[config.mk]
export PLATFORM = sky130hd
export DESIGN_NAME = pico_core
export DESIGN_NICKNAME = d
export VERILOG_FILES = /design/src/rtl/pico_pkg.sv /design/src/rtl/pico_alu.sv /design/src/rtl/pico_core.sv
export SDC_FILE = /design/constraint.sdc
export NUM_CORES = 1
export LEC_CHECK = 0
export ABC_AREA = 0
export CORE_ASPECT_RATIO = 1.75
export CORE_MARGIN = 2
export CORE_UTILIZATION = 47
export CTS_BUF_LIST = sky130_fd_sc_hd__clkbuf_4
export DETAILED_ROUTE_END_ITERATION = 8
export GPL_ROUTABILITY_DRIVEN = 1
export PLACE_DENSITY = 0.66
export SKIP_LAST_GASP = 1
export SYNTH_ARGS = -nofsm -noshare
export SYNTH_HDL_FRONTEND = slang
export SYNTH_HIERARCHICAL = 1
export SYNTH_SLANG_ARGS = --single-unit
[constraint.sdc]
create_clock -name clk -period 7.5 [get_ports clk]
set_input_delay 1.875 -clock clk [delete_from_list [all_inputs] [get_ports clk]]
set_output_delay 1.875 -clock clk [all_outputs]
set_load 0.005 [all_outputs]
[src/rtl/pico_pkg.sv]
// Shared definitions for the pico_core multi-cycle processor: opcodes,
// instruction field positions, FSM states and ALU operation encoding.
package pico_pkg;

    localparam int OPC_LSB = 12;
    localparam int FA_LSB  = 8;
    localparam int FB_LSB  = 4;
    localparam int FC_LSB  = 0;
    localparam int IND_BIT = 3;

    localparam logic [3:0] OP_MOV  = 4'h0;
    localparam logic [3:0] OP_ADD  = 4'h1;
    localparam logic [3:0] OP_SUB  = 4'h2;
    localparam logic [3:0] OP_MUL  = 4'h3;
    localparam logic [3:0] OP_BEQ  = 4'h5;
    localparam logic [3:0] OP_IN   = 4'h7;
    localparam logic [3:0] OP_OUT  = 4'h8;
    localparam logic [3:0] OP_STOP = 4'hF;

    typedef enum logic [3:0] {
        ST_RESET,
        ST_FETCH,
        ST_FETCH_W,
        ST_DECODE,
        ST_RD_ADDR,
        ST_RD_DATA,
        ST_RD_IND,
        ST_EXEC,
        ST_WRITE,
        ST_IN_WAIT,
        ST_OUT_WAIT,
        ST_HALT
    } state_t;

    typedef enum logic [1:0] {
        FLD_A,
        FLD_B,
        FLD_C
    } field_t;

    // What the value coming back from an operand read is used for
    typedef enum logic [1:0] {
        PH_SRC,
        PH_DEST,
        PH_BRANCH
    } phase_t;

    typedef enum logic [2:0] {
        ALU_MOV,
        ALU_ADD,
        ALU_SUB,
        ALU_MUL,
        ALU_CMP
    } alu_op_t;

    function automatic alu_op_t alu_op_of(input logic [3:0] opc);
        case (opc)
            OP_ADD:  return ALU_ADD;
            OP_SUB:  return ALU_SUB;
            OP_MUL:  return ALU_MUL;
            OP_BEQ:  return ALU_CMP;
            default: return ALU_MOV;
        endcase
    endfunction

    function automatic logic two_sources(input logic [3:0] opc);
        return (opc == OP_ADD) || (opc == OP_SUB) || (opc == OP_MUL) || (opc == OP_BEQ);
    endfunction

    // BEQ and OUT read operand A first; arithmetic and MOV start at B
    function automatic field_t src_field(input logic [3:0] opc, input logic second);
        if (opc == OP_BEQ) begin
            return second ? FLD_B : FLD_A;
        end
        if (opc == OP_OUT) begin
            return FLD_A;
        end
        return second ? FLD_C : FLD_B;
    endfunction

endpackage

[src/rtl/pico_alu.sv]
// Combinational datapath for pico_core: move, wrapping add/sub/mul and an
// equality flag used by BEQ.
module pico_alu
    import pico_pkg::*;
#(
    parameter int DATA_WIDTH = 16
) (
    input  alu_op_t               op,
    input  logic [DATA_WIDTH-1:0] a,
    input  logic [DATA_WIDTH-1:0] b,
    output logic [DATA_WIDTH-1:0] y,
    output logic                  eq
);

    always_comb begin
        y = a;
        case (op)
            ALU_ADD: y = a + b;
            ALU_SUB: y = a - b;
            ALU_MUL: y = a * b;
            default: y = a;
        endcase
    end

    assign eq = (a == b);

endmodule

[src/rtl/pico_core.sv]
// Multi-cycle memory-to-memory processor with a synchronous memory port,
// ready/valid input and output channels, and direct/indirect operands.
module pico_core
    import pico_pkg::*;
#(
    parameter int ADDR_WIDTH = 6,
    parameter int DATA_WIDTH = 16,
    parameter int PC_RESET   = 8
) (
    input  logic                  clk,
    input  logic                  rst_n,
    output logic [ADDR_WIDTH-1:0] mem_addr,
    output logic                  mem_we,
    output logic [DATA_WIDTH-1:0] mem_data,
    input  logic [DATA_WIDTH-1:0] mem_in,
    input  logic [DATA_WIDTH-1:0] in_data,
    input  logic                  in_valid,
    output logic                  in_ready,
    output logic [DATA_WIDTH-1:0] out_data,
    output logic                  out_valid,
    input  logic                  out_ready,
    output logic [ADDR_WIDTH-1:0] pc,
    output logic                  halted
);

    localparam logic [ADDR_WIDTH-1:0] PC_INIT = ADDR_WIDTH'(PC_RESET);
    localparam logic [ADDR_WIDTH-1:0] ONE     = ADDR_WIDTH'(1);

    state_t                state;
    phase_t                phase;
    logic [DATA_WIDTH-1:0] ir;
    logic [DATA_WIDTH-1:0] src_x;
    logic [DATA_WIDTH-1:0] src_y;
    logic [DATA_WIDTH-1:0] result;
    logic [ADDR_WIDTH-1:0] dest_addr;
    logic                  src_second;
    logic                  ind_pending;

    logic [3:0]            opcode;
    logic [3:0]            fld_a;
    logic [3:0]            first_nib;
    logic [3:0]            second_nib;
    logic [ADDR_WIDTH-1:0] mem_ptr;
    logic [DATA_WIDTH-1:0] alu_y;
    logic                  alu_eq;
    alu_op_t               alu_op;

    function automatic logic [3:0] field_bits(input logic [15:0] word, input field_t f);
        case (f)
            FLD_A:   return word[FA_LSB +: 4];
            FLD_B:   return word[FB_LSB +: 4];
            default: return word[FC_LSB +: 4];
        endcase
    endfunction

    function automatic logic [ADDR_WIDTH-1:0] field_addr(input logic [3:0] nib);
        return ADDR_WIDTH'(nib[2:0]);
    endfunction

    assign opcode     = ir[OPC_LSB +: 4];
    assign fld_a      = ir[FA_LSB +: 4];
    assign first_nib  = field_bits(ir[15:0], src_field(opcode, 1'b0));
    assign second_nib = field_bits(ir[15:0], src_field(opcode, 1'b1));
    assign mem_ptr    = mem_in[ADDR_WIDTH-1:0];
    assign alu_op     = alu_op_of(opcode);

    pico_alu #(
        .DATA_WIDTH(DATA_WIDTH)
    ) u_alu (
        .op(alu_op),
        .a (src_x),
        .b (src_y),
        .y (alu_y),
        .eq(alu_eq)
    );

    // Outputs are registered: each transition sets up the port values the
    // next state needs, so memory sees the address during that state.
    always_ff @(posedge clk or negedge rst_n) begin
        if (!rst_n) begin
            state       <= ST_RESET;
            phase       <= PH_SRC;
            pc          <= PC_INIT;
            ir          <= '0;
            src_x       <= '0;
            src_y       <= '0;
            result      <= '0;
            dest_addr   <= '0;
            src_second  <= 1'b0;
            ind_pending <= 1'b0;
            mem_addr    <= '0;
            mem_we      <= 1'b0;
            mem_data    <= '0;
            in_ready    <= 1'b0;
            out_valid   <= 1'b0;
            out_data    <= '0;
            halted      <= 1'b0;
        end else begin
            case (state)
                ST_RESET: begin
                    mem_addr <= pc;
                    state    <= ST_FETCH;
                end
                ST_FETCH: begin
                    pc    <= pc + ONE;
                    state <= ST_FETCH_W;
                end
                ST_FETCH_W: begin
                    ir    <= mem_in;
                    state <= ST_DECODE;
                end
                ST_DECODE: begin
                    case (opcode)
                        OP_MOV, OP_ADD, OP_SUB, OP_MUL, OP_BEQ, OP_OUT: begin
                            phase       <= PH_SRC;
                            src_second  <= 1'b0;
                            mem_addr    <= field_addr(first_nib);
                            ind_pending <= first_nib[IND_BIT];
                            state       <= ST_RD_ADDR;
                        end
                        OP_IN: begin
                            if (fld_a[IND_BIT]) begin
                                phase       <= PH_DEST;
                                mem_addr    <= field_addr(fld_a);
                                ind_pending <= 1'b0;
                                state       <= ST_RD_ADDR;
                            end else begin
                                dest_addr <= field_addr(fld_a);
                                in_ready  <= 1'b1;
                                state     <= ST_IN_WAIT;
                            end
                        end
                        default: begin
                            halted <= 1'b1;
                            state  <= ST_HALT;
                        end
                    endcase
                end
                ST_RD_ADDR: begin
                    state <= ST_RD_DATA;
                end
                ST_RD_DATA: begin
                    if (ind_pending) begin
                        mem_addr    <= mem_ptr;
                        ind_pending <= 1'b0;
                        state       <= ST_RD_IND;
                    end else begin
                        case (phase)
                            PH_SRC: begin
                                if (!src_second) begin
                                    src_x <= mem_in;
                                    if (two_sources(opcode)) begin
                                        src_second  <= 1'b1;
                                        mem_addr    <= field_addr(second_nib);
                                        ind_pending <= second_nib[IND_BIT];
                                        state       <= ST_RD_ADDR;
                                    end else begin
                                        state <= ST_EXEC;
                                    end
                                end else begin
                                    src_y <= mem_in;
                                    state <= ST_EXEC;
                                end
                            end
                            // An indirect destination's pointer is the write address
                            PH_DEST: begin
                                dest_addr <= mem_ptr;
                                if (opcode == OP_IN) begin
                                    in_ready <= 1'b1;
                                    state    <= ST_IN_WAIT;
                                end else begin
                                    mem_we   <= 1'b1;
                                    mem_addr <= mem_ptr;
                                    mem_data <= result;
                                    state    <= ST_WRITE;
                                end
                            end
                            default: begin
                                pc       <= mem_ptr;
                                mem_addr <= mem_ptr;
                                state    <= ST_FETCH;
                            end
                        endcase
                    end
                end
                ST_RD_IND: begin
                    state <= ST_RD_DATA;
                end
                ST_EXEC: begin
                    result <= alu_y;
                    case (opcode)
                        OP_BEQ: begin
                            if (alu_eq) begin
                                phase       <= PH_BRANCH;
                                mem_addr    <= pc;
                                ind_pending <= 1'b0;
                                state       <= ST_RD_ADDR;
                            end else begin
                                pc       <= pc + ONE;
                                mem_addr <= pc + ONE;
                                state    <= ST_FETCH;
                            end
                        end
                        OP_OUT: begin
                            out_valid <= 1'b1;
                            out_data  <= src_x;
                            state     <= ST_OUT_WAIT;
                        end
                        default: begin
                            if (fld_a[IND_BIT]) begin
                                phase       <= PH_DEST;
                                mem_addr    <= field_addr(fld_a);
                                ind_pending <= 1'b0;
                                state       <= ST_RD_ADDR;
                            end else begin
                                dest_addr <= field_addr(fld_a);
                                mem_we    <= 1'b1;
                                mem_addr  <= field_addr(fld_a);
                                mem_data  <= alu_y;
                                state     <= ST_WRITE;
                            end
                        end
                    endcase
                end
                ST_WRITE: begin
                    mem_we   <= 1'b0;
                    mem_addr <= pc;
                    state    <= ST_FETCH;
                end
                ST_IN_WAIT: begin
                    if (in_valid) begin
                        in_ready <= 1'b0;
                        mem_we   <= 1'b1;
                        mem_addr <= dest_addr;
                        mem_data <= in_data;
                        state    <= ST_WRITE;
                    end
                end
                ST_OUT_WAIT: begin
                    if (out_ready) begin
                        out_valid <= 1'b0;
                        mem_addr  <= pc;
                        state     <= ST_FETCH;
                    end
                end
                ST_HALT: begin
                    state <= ST_HALT;
                end
                default: begin
                    state <= ST_RESET;
                end
            endcase
        end
    end

endmodule
==> summary.md, run 1 <==
| Metric | Value |
|---|---|
| Status | completed |
| Reg2Reg Depth | 20 |
| Post-CTS Hold Buffers | 0 |
| Worst hold-check path type | register to register |
| Min-delay src | out_data[8] |
| Syn avg cell area | between 8 and 9 um2 |
| Filler cells | between 2000 and 3000 |
| Num CTS Buffers | 17 |
| Syn Nets | approximately 1600 |
| Worst path slowest cell | dfrtp_1 |
| Placed cell count | about 1700 |
| First-pass GRT wire length | approximately 60000 um |
| Arrival @ worst endpoint | 7.12 ns |
| Max-cap check violation count | 0 |
| Worst Hold Path EP | out_data[8] |
| Crit Path Max Fanout | 21 |
| CP Launch Type | register |
| R2R setup slack | approximately 0.85 ns |
| CP cell instances | and2_1 -> fa_1 -> fa_1 -> ha_1 -> fa_1 -> inv_1 -> fa_1 -> fa_1 -> inv_1 -> ha_1 -> a2111oi_0 -> nor3_1 -> a41oi_1 -> nand2b_1 -> xnor2_1 -> o21ai_1 -> o32a_1 -> nand2_1 -> nand3_1 -> mux2_1 |
| Area of the die | roughly 27000 um2 |
| Worst slew margin | 0.208 |
| Count of cell types in the netlist | 89 |
| Post-layout min period | roughly 6.6 ns |
| Largest net degree at the start of global routing | between 70 and 80 |
| Register area | ~3200 um2 |
| Synth async-reset ratio | 1.00 |
| Crit path largest cell delay | between 0.9 and 1 ns |
| R2r endpoint | mem_data[12] |
| Clk pin slew, worst setup/hold paths | ~0.14 ns |
| Most common cell after layout, fill and taps aside | nand2_1 |
| Yosys warnings | 6 |
| CP dominant cell by count | fa_1 |
| CP Data Required Time | about 8 ns |
| Final WL | around 38000 um |
| Clock buffer depth | 2 |
| H-tree depth | 4 |
| First-pass DRT Iterations | 5 |
| Clock latency on the worst-skew pair | 0.59 ns |
| Residual DRC | 0 |
| Multi-input logic area | between 8000 and 9000 um2 |
| Top Metal Used | met4 |
| Post-Syn Instances | about 1400 |
| Fin. max-slew vios | 0 |
| Setup ws final | 0.851 ns |
| PortBufs | 83 |
| Final hold vios | 0 |
| Vias in the first global route | roughly 11000 |
| Sequential area share after synthesis | 0.258 |
| Flop and latch count out of synthesis | between 100 and 150 |
| Primary FF master, synth | dfrtp_1 |
| Rows | between 70 and 80 |
| Die width | between 100 and 150 um |
| Final nets | between 1500 and 2000 |
| Kind of end point of the critical path | register |
| Unrepaired setup endpoints after global routing | false |
| Starting Density | 0.475 |
| Total negative slack | 0 ns |
| Fmax | roughly 150 MHz |
| Metal3 WL | around 1500 um |
| Met1 wire length | between 10000 and 15000 um |
| Core area | 25800 um2 |
| Setup bufs post-CTS | 0 |
| Biggest area consumer among synthesized cells | dfrtp_1 |
| Slew @ Worst Pin | 1.18 ns |
| Vias per inst | slightly below 6 |
| Fraction of layout cells with a size suffix above 1 | 0.101 |
| Antenna violations before repair | 1 |
| CP top delay family | adder cells |
| Met2 WL | 21200 um |
| DP Worst Slack | between 0.9 and 1 ns |
| Area Overhead vs Synth | 10.8% |
| Clock Sinks | roughly 130 |
| GP Congestion | ~0.96 |
| Critical path class | register to register |
| Final HPWL DP | 30000 um |
| Initial drt markers | approximately 690 |
| Number of flops mapped to enable cells by yosys | 0 |
| Avg WL per Cell | around 22 um |
| Worst path buffer plus inverter count | 2 |
| Via count | ~10000 |
| Clk_skew | 0.0230 ns |
| Final cell count without fillers | 1767 |
| Top-level port count | 84 |
| Worst r2r src | src_x[1] |
| Die H | between 200 and 250 um |
| Hold path cells | 2 |
| Setup-violating endpoint count in the final report | 0 |
| Post-route antenna net violation count | 0 |
| Post-CTS sizing | 0 |
| Part of the cycle the worst path needs | 0.886 |
| GR Overflow Total | 0 |
| Synth top area share | 0.256 |
| GRT Total Usage | 0.284 |
| CTS tree | yes |
| Post-Syn Area | 12200 um2 |
| Highest-count cells in the layout ignoring fill and taps | nand2_1, inv_1, dfrtp_1 |
| CTS Root Cell | clkbuf_4 |
| Synth top area cells | dfrtp_1, fa_1, ha_1, nand2_1, mux2_2 |
-- state kept, by name, indices dropped and copies added, names as in the netlist, 2 cells and up --
| signal | count |
|---|---|
| phase | 2 |
| src_x | 16 |
| out_data | 16 |
| pc | 6 |
| mem_addr | 6 |
| ir | 16 |
| state | 4 |
| dest_addr | 6 |
| src_y | 16 |
| result | 16 |
| mem_data | 16 |
-- Yosys cell counts (35+ instances only) --
cell type,n
ha_1,82
inv_1,150
clkbuf_1,41
and2_1,56
dfrtp_1,125
fa_1,81
mux2_2,56
o21ai_0,41
nand2_1,245
a21oi_1,53
nand3_1,35
xnor2_1,44
nor2_1,72
-- logic make-up (layout without fill, tap and decap cells) --
kind of cell | count (synthesis) | count (layout) | share of synthesized area
simple gates | 514 | 514 | 0.203
flops | 126 | 126 | 0.258
other cells | 0 | 1 | 0
compound gates | 234 | 234 | 0.143
fa+ha+maj | 163 | 163 | 0.216
buf+inv | 221 | 280 | 0.0726
xor+xnor | 54 | 54 | 0.0386
mux | 75 | 75 | 0.0688
-- routing by layer --
layer  vias up  GRT usage
li1       4782          -
met1      5205      0.294
met2       353      0.546
met3       133     0.0346
met4         0      0.157
met5         -          0
-- worst reg2reg max path, delay by kind of cell (launching register included) --
| kind | cells | cell delay (ns) |
|---|---|---|
| simple gates | 5 | 0.66 |
| mux | 1 | 0.29 |
| compound gates | 4 | 1.20 |
| flops | 1 | 0.98 |
| fa+ha+maj | 7 | 2.98 |
| xor+xnor | 1 | 0.33 |
| buf+inv | 2 | 0.09 |
-- stage by stage --
step	util	hold WS [ns]	instance area [um2]
2_1_floorplan	-	0.446	12200
3_3_place_gp	0.515	0.457	13300
3_5_place_dp	0.515	0.463	13300
4_1_cts	0.526	0.493	13600
5_1_grt	0.526	0.512	13600
6_report	0.526	0.488	13600
-- area by class of cell --
cell class / count / area share
diodes: 1 / 0.000185
clock buffers: 18 / 0.00996
clock inverters: 14 / 0.0112
inverters: 151 / 0.0418
multi-input cells: 1040 / 0.606
flip-flops and latches: 126 / 0.233
well taps: 320 / 0.0295
repair buffers: 97 / 0.0688
-- worst max path at each step --
stage	cells past startpoint	to	slack, ns	start
final	20	mem_data[12]	0.85	src_x[1]
after global routing	20	mem_data[12]	0.48	src_x[1]
after CTS	20	mem_data[12]	0.88	src_x[1]
after detailed placement	20	mem_data[12]	0.93	src_x[1]
after global placement	20	mem_data[12]	1.10	src_x[1]
after floorplan	23	mem_data[12]	1.69	src_x[5]
Power of run 1 is not shown: default switching activity piles up to over one toggle a cycle in this logic, so the estimate is an artifact.
==> inputs of run 2 (changes only) <==
--- a/config.mk
+++ b/config.mk
@@ -14,6 +14,7 @@
 export GPL_ROUTABILITY_DRIVEN = 1
 export PLACE_DENSITY = 0.66
 export SKIP_LAST_GASP = 1
+export SLEW_MARGIN = 20
 export SYNTH_ARGS = -nofsm -noshare
 export SYNTH_HDL_FRONTEND = slang
 export SYNTH_HIERARCHICAL = 1
==> constraint.sdc (replaced) <==
create_clock -name clk -period 7.75 [get_ports clk]
set_input_delay 1.9375 -clock clk [delete_from_list [all_inputs] [get_ports clk]]
set_output_delay 1.9375 -clock clk [all_outputs]
set_load 0.005 [all_outputs]
==> summary.md, run 2 (synthesis results as in run 1) <==
| Metric | Value |
|---|---|
| Fmax | 152 MHz (+0.76%) |
| Top-level port count | 84 (unchanged) |
| Hold path cells | 2 (unchanged) |
| Rows | 78 (unchanged) |
| R2r endpoint | mem_data[13] |
| Post-CTS Hold Buffers | 0 (unchanged) |
| Die width | 126 um (unchanged) |
| Final HPWL DP | 29800 um (-0.54%) |
| Clock buffer depth | 2 (unchanged) |
| First-pass GRT wire length | 60700 um (+0.72%) |
| Num CTS Buffers | 17 (unchanged) |
| Register area | 3150 um2 (unchanged) |
| CP Data Required Time | 8.21 ns (+0.24 ns) |
| Fin. max-slew vios | 0 (unchanged) |
| Total negative slack | 0 ns (unchanged) |
| Fin area | 13500 um2 (-0.10%) |
| PortBufs | 83 (unchanged) |
| Layout Utilization | 0.526 (-0.000534) |
| Min-delay src | out_data[3] |
| Area Overhead vs Synth | 10.7% |
| Placed cell count | 1736 (+0.12%) |
| Largest net degree at the start of global routing | 77 (+4.1%) |
| Max-cap check violation count | 0 (unchanged) |
| Vias per inst | 5.90 (-0.52%) |
| Avg WL per Cell | 21.9 um (+0.83%) |
| Post-route antenna net violation count | 0 (unchanged) |
| Clock Sinks | 126 (unchanged) |
| DP Area | 13300 um2 (+0.11%) |
| Reg2Reg Depth | 24 (+20%) |
| CTS tree | yes |
| Clk_skew | 0.0226 ns (-0.000397 ns) |
| Status | completed |
| Worst r2r src | src_x[3] |
| Arrival @ worst endpoint | 7.06 ns (-0.06 ns) |
| Unrepaired setup endpoints after global routing | false |
| Setup-violating endpoint count in the final report | 0 (unchanged) |
| Via count | 10400 (-0.41%) |
| Die H | 217 um (unchanged) |
| Residual DRC | 0 (unchanged) |
| Kind of end point of the critical path | register |
| Final cell count without fillers | 1769 (+0.11%) |
| Post-CTS sizing | 0 (unchanged) |
| Clock latency on the worst-skew pair | 0.58 ns (about the same) |
| H-tree depth | 4 (unchanged) |
| Vias in the first global route | 11000 (+0.13%) |
| GR Overflow Total | 0 (unchanged) |
| Fraction of layout cells with a size suffix above 1 | 0.103 (+0.00193) |
| Final hold vios | 0 (unchanged) |
| Worst hold-check path type | register to register |
| Slew @ Worst Pin | 1.06 ns (-0.112 ns) |
| Final nets | 1634 (+0.12%) |
| CTS Root Cell | clkbuf_4 |
| Most common cell after layout, fill and taps aside | nand2_1 |
| Filler cells | 2544 (+1.7%) |
| Setup bufs post-CTS | 0 (unchanged) |
| First-pass DRT Iterations | 6 (+1) |
| R2R setup slack | 1.15 ns (+0.30 ns) |
| CP Launch Type | register |
| Starting Density | 0.475 (unchanged) |
| Crit Path Max Fanout | 17 (-19%) |
| Highest-count cells in the layout ignoring fill and taps | nand2_1, inv_1, dfrtp_1 |
| GRT Total Usage | 0.287 (+0.00304) |
| Clk pin slew, worst setup/hold paths | 0.14 ns (about the same) |
| Critical path class | register to register |
| GP Congestion | 0.936 (-2.2%) |
| Worst slew margin | 0.291 (+0.0833) |
| Antenna violations before repair | 1 (unchanged) |
| Part of the cycle the worst path needs | 0.851 (-0.0351) |
| Core area | 25800 um2 (unchanged) |
| Post-layout min period | 6.60 ns (-0.0502 ns) |
| Multi-input logic area | 8230 um2 (about the same) |
| Area of the die | 27400 um2 (unchanged) |
| Worst Hold Path EP | out_data[3] |
| Initial drt markers | 560 (-19%) |
| Final WL | 38700 um (+0.94%) |
-- run 2: worst max-delay path by stage --
stage	startpoint	endpoint	slack, ns	depth (start not counted)
final	src_x[3]	mem_data[13]	1.15	24
after global routing	src_x[4]	mem_data[12]	0.76	22
after CTS	src_x[4]	mem_data[12]	1.14	22
after detailed placement	src_x[4]	mem_data[12]	1.19	23
after global placement	src_x[5]	mem_data[12]	1.21	23
after floorplan	src_x[5]	mem_data[12]	1.94	23
-- run 2: critical path, cell delays in order, from the launching register on --
cell and delay, ns:
dfrtp_1 0.85, ha_1 0.37, inv_1 0.12, fa_1 0.51, fa_1 0.49, inv_1 0.04
ha_1 0.19, fa_1 0.49, ha_1 0.31, inv_1 0.06, fa_1 0.54, inv_1 0.04
ha_1 0.34, o21a_1 0.13, o31a_1 0.14, o211ai_1 0.19, nand2_1 0.11, a41oi_1 0.41
nor2b_1 0.23, xnor2_1 0.12, a22oi_1 0.23, o21ai_0 0.13, nand2_1 0.09, nand3_1 0.07
mux2_1 0.29
-- run 2: layout make-up --
type                            instances  area share
Antenna cell                            1    0.000185
Multi-Input combinational cell       1040       0.607
Inverter                              151      0.0418
Tap cell                              320      0.0296
Timing Repair Buffer                   99      0.0703
Clock inverter                         14     0.00822
Clock buffer                           18     0.00997
Sequential cell                       126       0.233
-- run 2: per-layer routing --
| metal | track usage | vias to the layer above | wire length, um |
|---|---|---|---|
| li1 | - | 4770 | - |
| met1 | 0.299 | 5147 | 13500 |
| met2 | 0.527 | 370 | 20600 |
| met3 | 0.0358 | 143 | 1680 |
| met4 | 0.203 | 0 | 2940 |
| met5 | 0 | - | 0 |
-- run 2: stage by stage --
stage	hold WS (ns)	worst slack [ns]
after global routing	0.514	0.758
after global placement	0.458	1.21
final	0.493	1.15
after detailed placement	0.463	1.19
after floorplan	0.446	1.94
after CTS	0.493	1.14
Power of run 2 is left out for the same reason.
==> inputs of run 3 (changes only) <==
--- a/config.mk
+++ b/config.mk
@@ -6,8 +6,6 @@
 export NUM_CORES = 1
 export LEC_CHECK = 0
 export ABC_AREA = 0
-export CORE_ASPECT_RATIO = 1.75
-export CORE_MARGIN = 2
 export CORE_UTILIZATION = 47
 export CTS_BUF_LIST = sky130_fd_sc_hd__clkbuf_4
 export DETAILED_ROUTE_END_ITERATION = 8
==> summary.md, run 3 (synthesis results as in run 1) <==
| Metric | Value |
|---|---|
| Area Overhead vs Synth | 10.8% |
| Fin. max-slew vios | 0 (unchanged) |
| GRT Total Usage | 0.273 (-0.0138) |
| First-pass GRT wire length | 56100 um (-7.5%) |
| Min-delay src | halted |
| Highest-count cells in the layout ignoring fill and taps | nand2_1, inv_1, dfrtp_1 |
| Largest net degree at the start of global routing | 69 (-10%) |
| Fraction of layout cells with a size suffix above 1 | 0.102 (-0.000691) |
| DP Worst Slack | 1.39 ns (+0.206 ns) |
| Residual DRC | 0 (unchanged) |
| Clock buffer depth | 2 (unchanged) |
| Post-CTS Hold Buffers | 0 (unchanged) |
| Worst hold-check path type | register to register |
| Worst slew margin | 0.291 (-0.000328) |
| Worst path slowest cell | dfrtp_1 |
| Clk_skew | 0.0218 ns (-0.000797 ns) |
| Status | completed |
| Initial drt markers | 928 (+66%) |
| Clock Sinks | 126 (unchanged) |
| R2r endpoint | mem_data[14] |
| CTS tree | yes |
| Most common cell after layout, fill and taps aside | nand2_1 |
| PortBufs | 83 (unchanged) |
| GP Congestion | 0.950 (+1.5%) |
| GR Overflow Total | 0 (unchanged) |
| Part of the cycle the worst path needs | 0.827 (-0.0248) |
| Worst Hold Path EP | halted |
| Slew @ Worst Pin | 1.06 ns (-0.00763 ns) |
| Crit path largest cell delay | 0.61 ns (-0.24 ns) |
| Critical path class | register to register |
| Core area | 25300 um2 (-1.7%) |
| Die H | 163 um (-25%) |
| CP Data Required Time | 8.19 ns (-0.02 ns) |
| Antenna violations before repair | 1 (unchanged) |
| Reg2Reg Depth | 21 (-13%) |
| Setup bufs post-CTS | 0 (unchanged) |
| Fmax | 156 MHz (+3.0%) |
| Top-level port count | 84 (unchanged) |
| Post-route antenna net violation count | 0 (unchanged) |
| CP Launch Type | register |
| R2R setup slack | 1.34 ns (+0.19 ns) |
| Placed cell count | 1747 (+0.63%) |
| Final nets | 1635 (+0.061%) |
| Final HPWL DP | 25600 um (-14%) |
| Num CTS Buffers | 17 (unchanged) |
| Vias in the first global route | 10200 (-7.6%) |
| Crit Path Max Fanout | 14 (-3) |
| Final cell count without fillers | 1779 (+0.57%) |
| Die width | 163 um (+30%) |
| Avg WL per Cell | 19.6 um (-11%) |
| Rows | 58 (-26%) |
| Post-CTS sizing | 0 (unchanged) |
| Vias per inst | 5.86 (-0.53%) |
| Via count | 10400 (+0.029%) |
| Final WL | 34900 um (-10%) |
| Max-cap check violation count | 0 (unchanged) |
| Clk pin slew, worst setup/hold paths | 0.12 ns (-0.02 ns) |
| Worst Setup SP | src_x[6] |
| Clock latency on the worst-skew pair | 0.57 ns (about the same) |
| Layout Utilization | 0.536 (+0.00978) |
| Area of the die | 26700 um2 (-2.6%) |
| Final hold vios | 0 (unchanged) |
| Setup ws final | 1.34 ns (+0.192 ns) |
| Arrival @ worst endpoint | 6.85 ns (-0.21 ns) |
| CTS Root Cell | clkbuf_4 |
| Worst r2r src | src_x[6] |
| CP top delay family | adder cells |
| First-pass DRT Iterations | 5 (-1) |
| H-tree depth | 4 (unchanged) |
| Post-layout min period | 6.41 ns (-0.192 ns) |
| Hold path cells | 1 (-1) |
| Worst path buffer plus inverter count | 4 (unchanged) |
| Starting Density | 0.483 (+0.00821) |
| Kind of end point of the critical path | register |
| Total negative slack | 0 ns (unchanged) |
| Setup-violating endpoint count in the final report | 0 (unchanged) |
| CP cell instances | ha_1 -> fa_1 -> inv_1 -> fa_1 -> inv_1 -> fa_1 -> fa_1 -> fa_1 -> inv_1 -> fa_1 -> inv_1 -> ha_1 -> or2_2 -> a21oi_1 -> a21oi_1 -> xnor2_1 -> nor2_1 -> o32a_1 -> nand2_1 -> nand3_1 -> mux2_1 |
| CP dominant cell by count | fa_1 |
| Unrepaired setup endpoints after global routing | false |
run 3: worst max-delay path by stage:
stage,to,slack [ns],depth (start not counted)
4_1_cts,mem_data[14],1.36,21
2_1_floorplan,mem_data[12],1.94,23
6_report,mem_data[14],1.34,21
3_5_place_dp,mem_data[14],1.39,21
5_1_grt,mem_data[12],1.09,23
3_3_place_gp,mem_data[12],1.47,23
run 3: metal layers:
metal	track usage	up-vias	wire (um)
met5	0	-	0
met3	0.0488	60	2360
li1	-	4783	-
met2	0.420	443	15900
met4	0.0901	0	1010
met1	0.388	5147	15600
run 3: final cells by class:
type / instances / area (um2)
antenna: 1 / 2.50
clock buffer: 17 / 128
clock inverter: 14 / 119
fill: 2371 / 11800
inverter: 151 / 567
multi-input combinational: 1040 / 8230
sequential: 126 / 3150
tap: 330 / 413
timing repair buffer: 100 / 956
run 3: metrics by stage:
step | hold slack [ns] | cell area [um2]
finish | 0.487 | 13600
global route | 0.498 | 13600
CTS | 0.486 | 13600
detailed placement | 0.459 | 13300
global placement | 0.455 | 13300
floorplan | 0.446 | 12200
Power of run 3 is left out for the same reason.
